[config.mk]
export PLATFORM = sky130hd
export DESIGN_NAME = gf2_poly_div_seq
export DESIGN_NICKNAME = d
export VERILOG_FILES = /design/src/rtl/gf2_pkg.sv /design/src/rtl/gf2_div_step.sv /design/src/rtl/gf2_poly_div_seq.sv
export SDC_FILE = /design/constraint.sdc
export NUM_CORES = 1
export LEC_CHECK = 0
export ABC_CLOCK_PERIOD_IN_PS = 6100
export BUFFER_PORTS_ARGS = -buffer_cell sky130_fd_sc_hd__clkbuf_2
export CORE_MARGIN = 2
export CORE_UTILIZATION = 55
export DETAILED_ROUTE_END_ITERATION = 8
export PLACE_DENSITY = 0.73
export SLEW_MARGIN = 10
export SYNTH_ARGS = -nofsm -noshare
export SYNTH_HDL_FRONTEND = slang
export SYNTH_SLANG_ARGS = --single-unit
[constraint.sdc]
create_clock -name clk -period 6.1 [get_ports clk]
set_clock_uncertainty 0.15 [all_clocks]
set_input_delay 0.915 -clock clk [delete_from_list [all_inputs] [get_ports clk]]
set_output_delay 0.915 -clock clk [all_outputs]
set_load 0.005 [all_outputs]
[src/rtl/gf2_pkg.sv]
// Shared types and width helpers for the GF(2) polynomial divider.
package gf2_pkg;

  typedef enum logic [1:0] {IDLE, RUN, DONE} state_t;

  localparam logic [8:0] GF2_AES_POLY = 9'h11B;

  function automatic int dividend_w(input int n);
    return 2 * n - 1;
  endfunction

  function automatic int quot_w(input int n);
    return n - 1;
  endfunction

  function automatic int rem_w(input int n);
    return n;
  endfunction

  // Counter must hold N-2; keep at least one bit for tiny N.
  function automatic int cnt_w(input int n);
    return (n > 2) ? $clog2(n - 1) : 1;
  endfunction

endpackage

[src/rtl/gf2_div_step.sv]
// One long-division step: test bit N+cnt of work and cancel it with div<<cnt.
module gf2_div_step
  import gf2_pkg::*;
#(
  parameter int N = 8
) (
  input  logic [dividend_w(N)-1:0] work_i,
  input  logic [N:0]               div_i,
  input  logic [cnt_w(N)-1:0]      cnt_i,
  output logic [dividend_w(N)-1:0] work_o,
  output logic                     qbit_o
);

  localparam int DW = dividend_w(N);
  localparam int KW = $clog2(DW);

  logic [DW-1:0] div_ext;
  logic [KW-1:0] k;

  always_comb begin
    div_ext       = '0;
    div_ext[N:0]  = div_i;
    k             = KW'(N) + KW'(cnt_i);
    qbit_o        = work_i[k];
    work_o        = qbit_o ? (work_i ^ (div_ext << cnt_i)) : work_i;
  end

endmodule

[src/rtl/gf2_poly_div_seq.sv]
// Sequential carry-less divider: one dividend bit per RUN cycle, valid/ready at both ends.
module gf2_poly_div_seq
  import gf2_pkg::*;
#(
  parameter int N = 8
) (
  input  logic                     clk,
  input  logic                     rst,
  input  logic                     in_valid,
  output logic                     in_ready,
  input  logic [dividend_w(N)-1:0] in_dividend,
  input  logic [N:0]               in_poly,
  output logic                     out_valid,
  input  logic                     out_ready,
  output logic [quot_w(N)-1:0]     out_quot,
  output logic [rem_w(N)-1:0]      out_rem,
  output logic                     out_err
);

  localparam int DW = dividend_w(N);
  localparam int QW = quot_w(N);
  localparam int RW = rem_w(N);
  localparam int CW = cnt_w(N);
  localparam logic [CW-1:0] CNT_START = CW'(N - 2);

  state_t        state_q;
  logic [DW-1:0] work_q;
  logic [N:0]    div_q;
  logic [QW-1:0] quot_q;
  logic [CW-1:0] cnt_q;
  logic          in_ready_q;
  logic          out_valid_q;
  logic [QW-1:0] out_quot_q;
  logic [RW-1:0] out_rem_q;
  logic          out_err_q;

  logic [DW-1:0] work_d;
  logic          qbit_d;
  logic [QW-1:0] quot_d;

  gf2_div_step #(.N(N)) u_step (
    .work_i (work_q),
    .div_i  (div_q),
    .cnt_i  (cnt_q),
    .work_o (work_d),
    .qbit_o (qbit_d)
  );

  always_comb begin
    quot_d        = quot_q;
    quot_d[cnt_q] = qbit_d;
  end

  always_ff @(posedge clk) begin
    if (rst) begin
      state_q     <= IDLE;
      work_q      <= '0;
      div_q       <= '0;
      quot_q      <= '0;
      cnt_q       <= '0;
      in_ready_q  <= 1'b1;
      out_valid_q <= 1'b0;
      out_quot_q  <= '0;
      out_rem_q   <= '0;
      out_err_q   <= 1'b0;
    end else begin
      case (state_q)
        IDLE: begin
          if (in_valid) begin
            work_q     <= in_dividend;
            div_q      <= in_poly;
            quot_q     <= '0;
            cnt_q      <= CNT_START;
            in_ready_q <= 1'b0;
            if (in_poly[N]) begin
              state_q   <= RUN;
              out_err_q <= 1'b0;
            end else begin
              // A divisor without its leading term cannot be divided by; report immediately.
              state_q     <= DONE;
              out_valid_q <= 1'b1;
              out_err_q   <= 1'b1;
              out_quot_q  <= '0;
              out_rem_q   <= '0;
            end
          end
        end
        RUN: begin
          work_q <= work_d;
          quot_q <= quot_d;
          if (cnt_q == '0) begin
            state_q     <= DONE;
            out_valid_q <= 1'b1;
            out_quot_q  <= quot_d;
            out_rem_q   <= work_d[RW-1:0];
          end else begin
            cnt_q <= cnt_q - 1'b1;
          end
        end
        DONE: begin
          if (out_ready) begin
            state_q     <= IDLE;
            out_valid_q <= 1'b0;
            in_ready_q  <= 1'b1;
          end
        end
        default: begin
          state_q     <= IDLE;
          in_ready_q  <= 1'b1;
          out_valid_q <= 1'b0;
        end
      endcase
    end
  end

  assign in_ready  = in_ready_q;
  assign out_valid = out_valid_q;
  assign out_quot  = out_quot_q;
  assign out_rem   = out_rem_q;
  assign out_err   = out_err_q;

endmodule
==> impl_metrics.ini, run 1 <==
[global_routing]
gr-total-overflow = 0
grt_usage = 0.245
grt_pass1_wl_um = 12200
grt_pass1_vias = 2484
grt_max_degree = 56
antenna_found_initial = 0

[power_and_ir_drop]
power.density_mw_per_mm2 = 236
power_uw = 789
p_leak_nw = 1.26
ir_drop_v = 0.000129

[cells_and_area]
fillers = 502
syn_to_final_growth_pct = 9.44
fin_nets = 421
drive_gt1_frac = 0.199
layout_commonest_cell = dfxtp_1
register_area_mm2 = 0.00108
layout_common_cells = dfxtp_1, clkbuf_2, nand2_1, a21oi_1, nor2_1
insertedDiodeCount = 0
multi_input_area_mm2 = 0.00178

[floorplanning]
die-area_mm2 = 0.00616
start_util = 0.561
io_pins = 46
dieHeight_um = 78.5
core.rowCount = 27
core_area_mm2 = 0.00544
die_w_um = 78.5

[yosys]
ys_seq_elements = 54
synth.mux.area_fraction = 0.0542
syn_nets = 396
synthArstFlopShare = 0
syn-instance-count = 366
ys.flop_type = dfxtp_1
yosys_warnings = 0
synth_area_mm2 = 0.00305
synth-xor-area-share = 0.0144
synth.avg_cell_area_um2 = 8.33
synth-simple-area-share = 0.238
ys_seq_area_frac = 0.355
synth_top_family_by_area = compound AO/OA/AOI/OAI gates
synth_compound_area_frac = 0.268
yosys.cell_types.count = 69
synth_fa_ha_area_frac = 0.00821
synth_enable_flop_cells = 0

[worst_setup_path]
path_buf_inv = 1
end_kind = flip-flop
cp_max_fo = 22
path_class = reg2reg
arrival_ps = 2770
required_ps = 6210
slowest_delay_ps = 810
cpMaxStageDelayCell = dfxtp_1
path_cells = inv_1, ha_1, nand3b_1, and2_1, nor2_2, nor2_1, a22o_1
crit_family = simple AND/OR/NAND/NOR gates
start_kind = flip-flop

[clock_tree]
clk_latency_ps = 310
postCtsSetupBuffers = 0
tritoncts = built
clock-root-buffer = clkbuf_8
cts_resized = 0
clk_path_buf_depth = 2
cts_sinks = 54
cts_buffers = 5
htreeDepth = 2
cts.clk_slew.worst_paths_ps = 90
holdBufCountCts = 0

[timing]
slew_headroom = 0.502
rsz0062_at_grt = no
hold_viol = 0
finalCriticalPeriod_ps = 2660
finalSetupViolations = 0
setup_tns_ps = 0
period_share = 0.437
max_slew.worst_pin.slew_ps = 746
maxSlewViolCount = 0
fmax_ghz = 0.375

[detailed_routing]
wl_per_cell_um = 15.3
drtIter0Drc = 187
drc_errors = 0
drt_pre_antenna_iters = 4
drt_wl_total_um = 7120
via_per_inst = 6.04
vias = 2802
ant_nets = 0

[placement]
hpwl_um = 5070
portBuffers = 45
gp_congestion = 0.887

[run]
cap_violations = 0

[hold_path]
hold_class = reg2reg

[run_status]
status = complete, no violations
through the flow:
step	std cells	cell area, um^2	worst slack, ps	utilization	hold WS [ps]
floorplan	366	3050	3730	-	296
global placement	456	3230	3400	0.593	297
detailed placement	456	3230	3330	0.593	298
CTS	464	3340	3410	0.614	326
global route	464	3340	3110	0.614	350
finish	464	3340	3440	0.614	322
flip-flops by register name, summed over array words and instances (netlist names):
name,flops
quot_q,7
out_err,1
out_quot,7
state_q,2
in_ready,1
work_q,15
out_valid,1
div_q,9
cnt_q,3
out_rem,8
metal layers:
layer	track usage	wire length [um]
met1	0.338	3340
met2	0.385	3350
met3	0.0460	284
met4	0.0842	143
met5	0	0
cells by family (layout without fill, tap and decap cells):
kind of cell,count (synthesis),count (layout)
xor gates and xnor gates,5,5
adders and majority gates,2,2
DFF,54,54
buffers and inverters,37,63
muxes,14,14
and+or+nand+nor,141,141
AOI/OAI and AO/OA,113,113
final cells by class:
cell class	count	share of cell area
Tap cell	72	0.0270
Inverter	6	0.00675
Multi-Input combinational cell	275	0.533
Sequential cell	54	0.324
Clock buffer	8	0.0330
Timing Repair Buffer	49	0.0765
worst reg2reg max path: stages, from the launching register on:
cell,delay [ps]
dfxtp_1,810
inv_1,200
ha_1,290
nand3b_1,110
and2_1,170
nor2_2,80
nor2_1,550
a22o_1,250
Yosys cell counts, types with 4 or more instances:
cell type,n,share of area
a22o_1,8,0.023
o21ai_0,11,0.018
nor3_1,14,0.023
o2bb2ai_1,4,0.011
nor2_1,28,0.034
dfxtp_1,54,0.35
nand3_1,7,0.011
mux2i_1,8,0.026
nor2b_1,4,0.0082
and3_1,4,0.0082
a31oi_1,8,0.016
o22ai_1,5,0.010
o211ai_1,7,0.017
a22oi_1,7,0.017
nand2b_1,4,0.0082
a21oi_1,32,0.053
nand2_1,44,0.054
a311o_1,4,0.013
buf_2,10,0.016
xor2_1,4,0.011
clkbuf_1,13,0.016
inv_1,6,0.0074
and2_1,4,0.0082
or3_1,4,0.0082
power breakdown:
part | internal [mW] | switching (mW) | total, mW
sequential | 0.371 | 0.0223 | 0.393
clock | 0.115 | 0.117 | 0.232
combinational | 0.0635 | 0.100 | 0.164
total | 0.549 | 0.239 | 0.789
final timing paths:
path,endpoint,cells past startpoint,slack (ps),startpoint
setup / recovery,out_quot[3]$_SDFFE_PP0P_,7,3440,cnt_q[0]$_SDFFE_PP0P_
hold / removal,out_rem[1]$_SDFFE_PP0P_,1,320,out_rem[1]$_SDFFE_PP0P_
hold reg to reg,out_rem[1]$_SDFFE_PP0P_,1,320,out_rem[1]$_SDFFE_PP0P_
setup reg to reg,out_quot[3]$_SDFFE_PP0P_,7,3440,cnt_q[0]$_SDFFE_PP0P_
No activity file was read; power rests on OpenSTA's default activity.
==> run 2: changes to the inputs <==
--- a/config.mk
+++ b/config.mk
@@ -5,12 +5,12 @@
 export SDC_FILE = /design/constraint.sdc
 export NUM_CORES = 1
 export LEC_CHECK = 0
-export ABC_CLOCK_PERIOD_IN_PS = 6100
+export ABC_CLOCK_PERIOD_IN_PS = 2140
 export BUFFER_PORTS_ARGS = -buffer_cell sky130_fd_sc_hd__clkbuf_2
 export CORE_MARGIN = 2
-export CORE_UTILIZATION = 55
+export CORE_UTILIZATION = 51
 export DETAILED_ROUTE_END_ITERATION = 8
-export PLACE_DENSITY = 0.73
+export PLACE_DENSITY = 0.72
 export SLEW_MARGIN = 10
 export SYNTH_ARGS = -nofsm -noshare
 export SYNTH_HDL_FRONTEND = slang
==> constraint.sdc (replaced) <==
create_clock -name clk -period 2.14 [get_ports clk]
set_clock_uncertainty 0.15 [all_clocks]
set_input_delay 0.321 -clock clk [delete_from_list [all_inputs] [get_ports clk]]
set_output_delay 0.321 -clock clk [all_outputs]
set_load 0.005 [all_outputs]
==> run 2 against run 1 <==
  * Wire length increased by 6.9%
  * First-iteration DRC count unchanged
  * Fmax increased by 30%
  * Non-clock buffer count increased by 30
  * Combinational power increased to 3.5 times the previous value
  * Global-route usage decreased by 0.42 points
  * Critical path type unchanged
==> impl_metrics.ini, run 2 (same netlist as run 1, synthesis figures left out) <==
[run_status]
status = complete, no violations

[worst_setup_path]
path_cells = buf_12, mux2_2, and2_4, o21ai_4, a21oi_1, a311o_1
path_buf_inv = 1
rr_worst_depth = 6
rr_startpoint = cnt_q[1]$_SDFFE_PP0P_
rr_endpoint = work_q[10]$_SDFFE_PP0P_
start_kind = flip-flop
cp_max_fo = 19
arrival_ps = 2100
r2r_setup_slack_ps = 90
slowest_delay_ps = 370
end_kind = flip-flop
path_class = reg2reg
cpMaxStageDelayCell = dfxtp_1
required_ps = 2190
crit_family = compound AO/OA/AOI/OAI gates

[clock_tree]
tritoncts = built
clk_latency_ps = 310
clk_path_buf_depth = 2
holdBufCountCts = 0
cts_sinks = 54
cts_buffers = 5
cts.clk_slew.worst_paths_ps = 90
clock-root-buffer = clkbuf_8
htreeDepth = 2

[timing]
slew_headroom = 0.674
setup_tns_ps = 0
max_slew.worst_pin.slew_ps = 488
period_share = 0.957
finalCriticalPeriod_ps = 2050
hold_viol = 0
fmax_ghz = 0.488
maxSlewViolCount = 0
finalSetupViolations = 0
worst_slack_ps = 91.1

[global_routing]
grt_pass1_wl_um = 12400
grt_pass1_vias = 2556
gr-total-overflow = 0
grt_max_degree = 21
antenna_found_initial = 0
grt_usage = 0.241

[floorplanning]
die-area_mm2 = 0.00661
core_area_mm2 = 0.00585
die_w_um = 81.3
core.rowCount = 28
start_util = 0.521
dieHeight_um = 81.3
io_pins = 46

[placement]
gp_congestion = 0.904
portBuffers = 45
hpwl_um = 5800
place_ws_ps = -27.8
dpl.cell_count = 489

[hold_path]
hp-start = in_poly[5]
whs_path_depth = 3
hold_class = in2reg
hold_end = div_q[5]$_SDFFE_PP0P_

[detailed_routing]
wl_per_cell_um = 15.4
vias = 2898
drt_wl_total_um = 7600
drtIter0Drc = 187
ant_nets = 0
drt_pre_antenna_iters = 4
drc_errors = 0
via_per_inst = 5.85

[power_and_ir_drop]
ir_drop_v = 0.000459
power_mw = 2.25
p_leak_nw = 1.40
power.density_mw_per_mm2 = 626

[run]
cap_violations = 0

[cells_and_area]
largest_reg_flops = 15
drive_gt1_frac = 0.267
insertedDiodeCount = 0
fin_nets = 451
layout_common_cells = dfxtp_1, clkbuf_2, nand2_1, a21oi_1, buf_4
finalNonFillerCells = 495
syn_to_final_growth_pct = 17.9
layout_commonest_cell = dfxtp_1
regMostFlops = work_q
-- run 2: layout make-up --
| class | count | area (um^2) |
|---|---|---|
| multi-input combinational | 275 | 1810 |
| tap | 75 | 93.8 |
| fill | 521 | 2250 |
| inverter | 6 | 22.5 |
| sequential | 54 | 1080 |
| timing repair buffer | 79 | 505 |
| clock buffer | 6 | 82.6 |
-- run 2: through the flow --
stage / util / hold slack, ps / cell area (um^2)
final: 0.615 / 71.2 / 3600
after global routing: 0.615 / 72.3 / 3600
after CTS: 0.611 / 69.8 / 3570
after detailed placement: 0.595 / 301 / 3480
after global placement: 0.595 / 295 / 3480
after floorplan: - / 296 / 3050
-- run 2: power breakdown --
group	switching (mW)	internal (mW)	leakage (nW)	total, mW
Combinational	0.319	0.246	0.918	0.566
Sequential	0.0554	1.06	0.442	1.11
Clock	0.321	0.251	0.0431	0.572
Total	0.695	1.56	1.40	2.25
-- run 2: how the worst max path moves through the flow --
stage	startpoint	to	slack (ps)	cells after the start
final	cnt_q[1]$_SDFFE_PP0P_	work_q[10]$_SDFFE_PP0P_	90	6
after CTS	cnt_q[0]$_SDFFE_PP0P_	out_rem[5]$_SDFFE_PP0P_	30	6
after floorplan	cnt_q[1]$_SDFFE_PP0P_	out_rem[6]$_SDFFE_PP0P_	120	9
after detailed placement	cnt_q[1]$_SDFFE_PP0P_	work_q[10]$_SDFFE_PP0P_	-30	6
after global placement	cnt_q[1]$_SDFFE_PP0P_	work_q[10]$_SDFFE_PP0P_	-2	6
after global routing	cnt_q[1]$_SDFFE_PP0P_	work_q[10]$_SDFFE_PP0P_	-1	6
-- run 2: timing repair --
action | CTS | global route
setup buffers | 0 | 0
resized for setup | 2 | 6
pin swaps | 0 | 1
setup endpoints to repair | 9 | 13
-- run 2: worst register-to-register path, delay by kind of cell, from the launching register on --
family / cells / cell delay (ps)
compound gates: 3 / 700
mux: 1 / 360
flops: 1 / 370
simple gates: 1 / 180
buf+inv: 1 / 180
-- run 2: metal layers --
metal  wire length (um)  track usage
met1               3550        0.334
met2               3530        0.385
met3                441       0.0356
met4                 80       0.0729
met5                  0            0
==> run 3: changes to the inputs <==
--- a/config.mk
+++ b/config.mk
@@ -7,7 +7,7 @@
 export LEC_CHECK = 0
 export ABC_CLOCK_PERIOD_IN_PS = 2140
 export BUFFER_PORTS_ARGS = -buffer_cell sky130_fd_sc_hd__clkbuf_2
-export CORE_MARGIN = 2
+export CORE_MARGIN = 1.5
 export CORE_UTILIZATION = 51
 export DETAILED_ROUTE_END_ITERATION = 8
 export PLACE_DENSITY = 0.72
==> run 3 against run 2 <==
  * Power grew 2.0%
  * Design area grew 0.66%
  * First-iteration DRC count rose by 36%
==> impl_metrics.ini, run 3 (same netlist as run 1, synthesis figures left out) <==
[worst_setup_path]
path_buf_inv = 1
arrival_ps = 2140
rr_worst_depth = 6
slowest_delay_ps = 480
path_cells = buf_12, mux2i_1, o22ai_1, or4b_1, a21oi_1, a311o_1
start_kind = flip-flop
required_ps = 2240
path_class = reg2reg
end_kind = flip-flop
cpMaxStageDelayCell = or4b_1
cp_num_cells = 6
cp_max_fo = 13
crit_family = simple AND/OR/NAND/NOR gates

[floorplanning]
dieHeight_um = 80.3
io_pins = 46
core_area_mm2 = 0.00564
start_util = 0.540
die_w_um = 80.3
die-area_mm2 = 0.00645
core.rowCount = 27

[detailed_routing]
drt_pre_antenna_iters = 4
drtIter0Drc = 254
drt_wl_total_um = 7840
drc_errors = 0
wl_per_cell_um = 15.7
via_per_inst = 5.92
ant_nets = 0
vias = 2950

[power_and_ir_drop]
combPwrFrac = 0.250
seqPwrFrac = 0.484
clock_power_share = 0.266
power.density_mw_per_mm2 = 634
p_leak_nw = 1.43
p_sw_uw = 722
swShare = 0.315
p_int_mw = 1.57
power_mw = 2.30
ir_drop_v = 0.000375

[placement]
placed_area_mm2 = 0.00351
gp_congestion = 0.938
dpl.cell_count = 490
hpwl_um = 5960
portBuffers = 45

[timing]
finalCriticalPeriod_ps = 2040
rsz0062_at_grt = no
period_share = 0.952
finalSetupViolations = 0
slew_headroom = 0.671
max_slew.worst_pin.slew_ps = 494
maxSlewViolCount = 0
hold_viol = 0
fmax_ghz = 0.491

[clock_tree]
tritoncts = built
holdBufCountCts = 0
htreeDepth = 2
clock-root-buffer = clkbuf_8
clk_latency_ps = 300
postCtsSetupBuffers = 0
cts_buffers = 5
cts.clk_slew.worst_paths_ps = 100
cts_sinks = 54
clk_path_buf_depth = 2

[cells_and_area]
syn_to_final_growth_pct = 18.7
fillers = 498
final_util = 0.642
layout_common_cells = dfxtp_1, clkbuf_2, nand2_1, buf_4, a21oi_1
layout_commonest_cell = dfxtp_1
final_area_mm2 = 0.00362
fin_nets = 455
regMostFlops = work_q
drive_gt1_frac = 0.270
finalNonFillerCells = 498
insertedDiodeCount = 0
largest_reg_flops = 15

[global_routing]
grt_pass1_vias = 2688
gr-total-overflow = 0
grt_pass1_wl_um = 13000
antenna_found_initial = 0
grt_max_degree = 24
grt_usage = 0.259

[hold_path]
hold_class = in2reg
whs_path_depth = 3

[run]
cap_violations = 0

[run_status]
status = complete, no violations
run 3: cell types whose count changed in the layout (fill, tap and decap cells not counted), sizes merged:
cell    previous run  this run
clkinv             0         2
buf               34        38
run 3: area by class of cell:
| class | instances | area, um^2 | area share |
|---|---|---|---|
| Sequential cell | 54 | 1080 | 0.299 |
| Tap cell | 72 | 90.1 | 0.0249 |
| Clock buffer | 6 | 82.6 | 0.0228 |
| Timing Repair Buffer | 83 | 536 | 0.148 |
| Inverter | 6 | 22.5 | 0.00622 |
| Clock inverter | 2 | 17.5 | 0.00484 |
| Multi-Input combinational cell | 275 | 1790 | 0.494 |
run 3: path summary, 6_finish.rpt:
path | from | to | slack [ps]
setup / recovery | cnt_q[1]$_SDFFE_PP0P_ | work_q[10]$_SDFFE_PP0P_ | 100
hold / removal | in_poly[2] | div_q[2]$_SDFFE_PP0P_ | 80
setup reg to reg | cnt_q[1]$_SDFFE_PP0P_ | work_q[10]$_SDFFE_PP0P_ | 100
hold reg to reg | out_rem[3]$_SDFFE_PP0P_ | out_rem[3]$_SDFFE_PP0P_ | 330
run 3: timing repair:
action / in CTS / in global routing
resized for setup: 1 / 3
endpoints found under the setup margin: 11 / 19
endpoints found under the hold margin: 0 / 0
run 3: layer usage:
metal / routed length (um) / share of wire / GRT usage / vias up
met3: 394 / 0.050 / 0.0341 / 10
met1: 3680 / 0.47 / 0.366 / 1403
met5: 0 / 0 / 0 / -
met4: 129 / 0.016 / 0.0793 / 0
met2: 3640 / 0.46 / 0.406 / 69
li1: - / - / - / 1468
run 3: tightest hold or removal path: cells and delay by family:
family | cells | cell delay [ps]
and+or+nand+nor | 1 | 40
AOI/OAI and AO/OA | 1 | 50
buffers and inverters | 1 | 80
run 3: stage by stage:
stage,hold WS [ps],TNS [ps],setup WS [ps]
2_1_floorplan,296,0,118
3_3_place_gp,299,0,7.66
3_5_place_dp,299,-614,-78.5
4_1_cts,70.9,0,12.8
5_1_grt,80.0,0,28.4
6_report,77.0,0,103
run 3: power groups by stage:
stage               clock network (mW)  logic (mW)  registers [mW]
finish                           0.611       0.573            1.11
global route                     0.662       0.631            1.12
CTS                              0.621       0.567            1.11
detailed placement                   0       0.563            1.13
global placement                     0       0.555            1.13
floorplan                            0       0.391            1.11
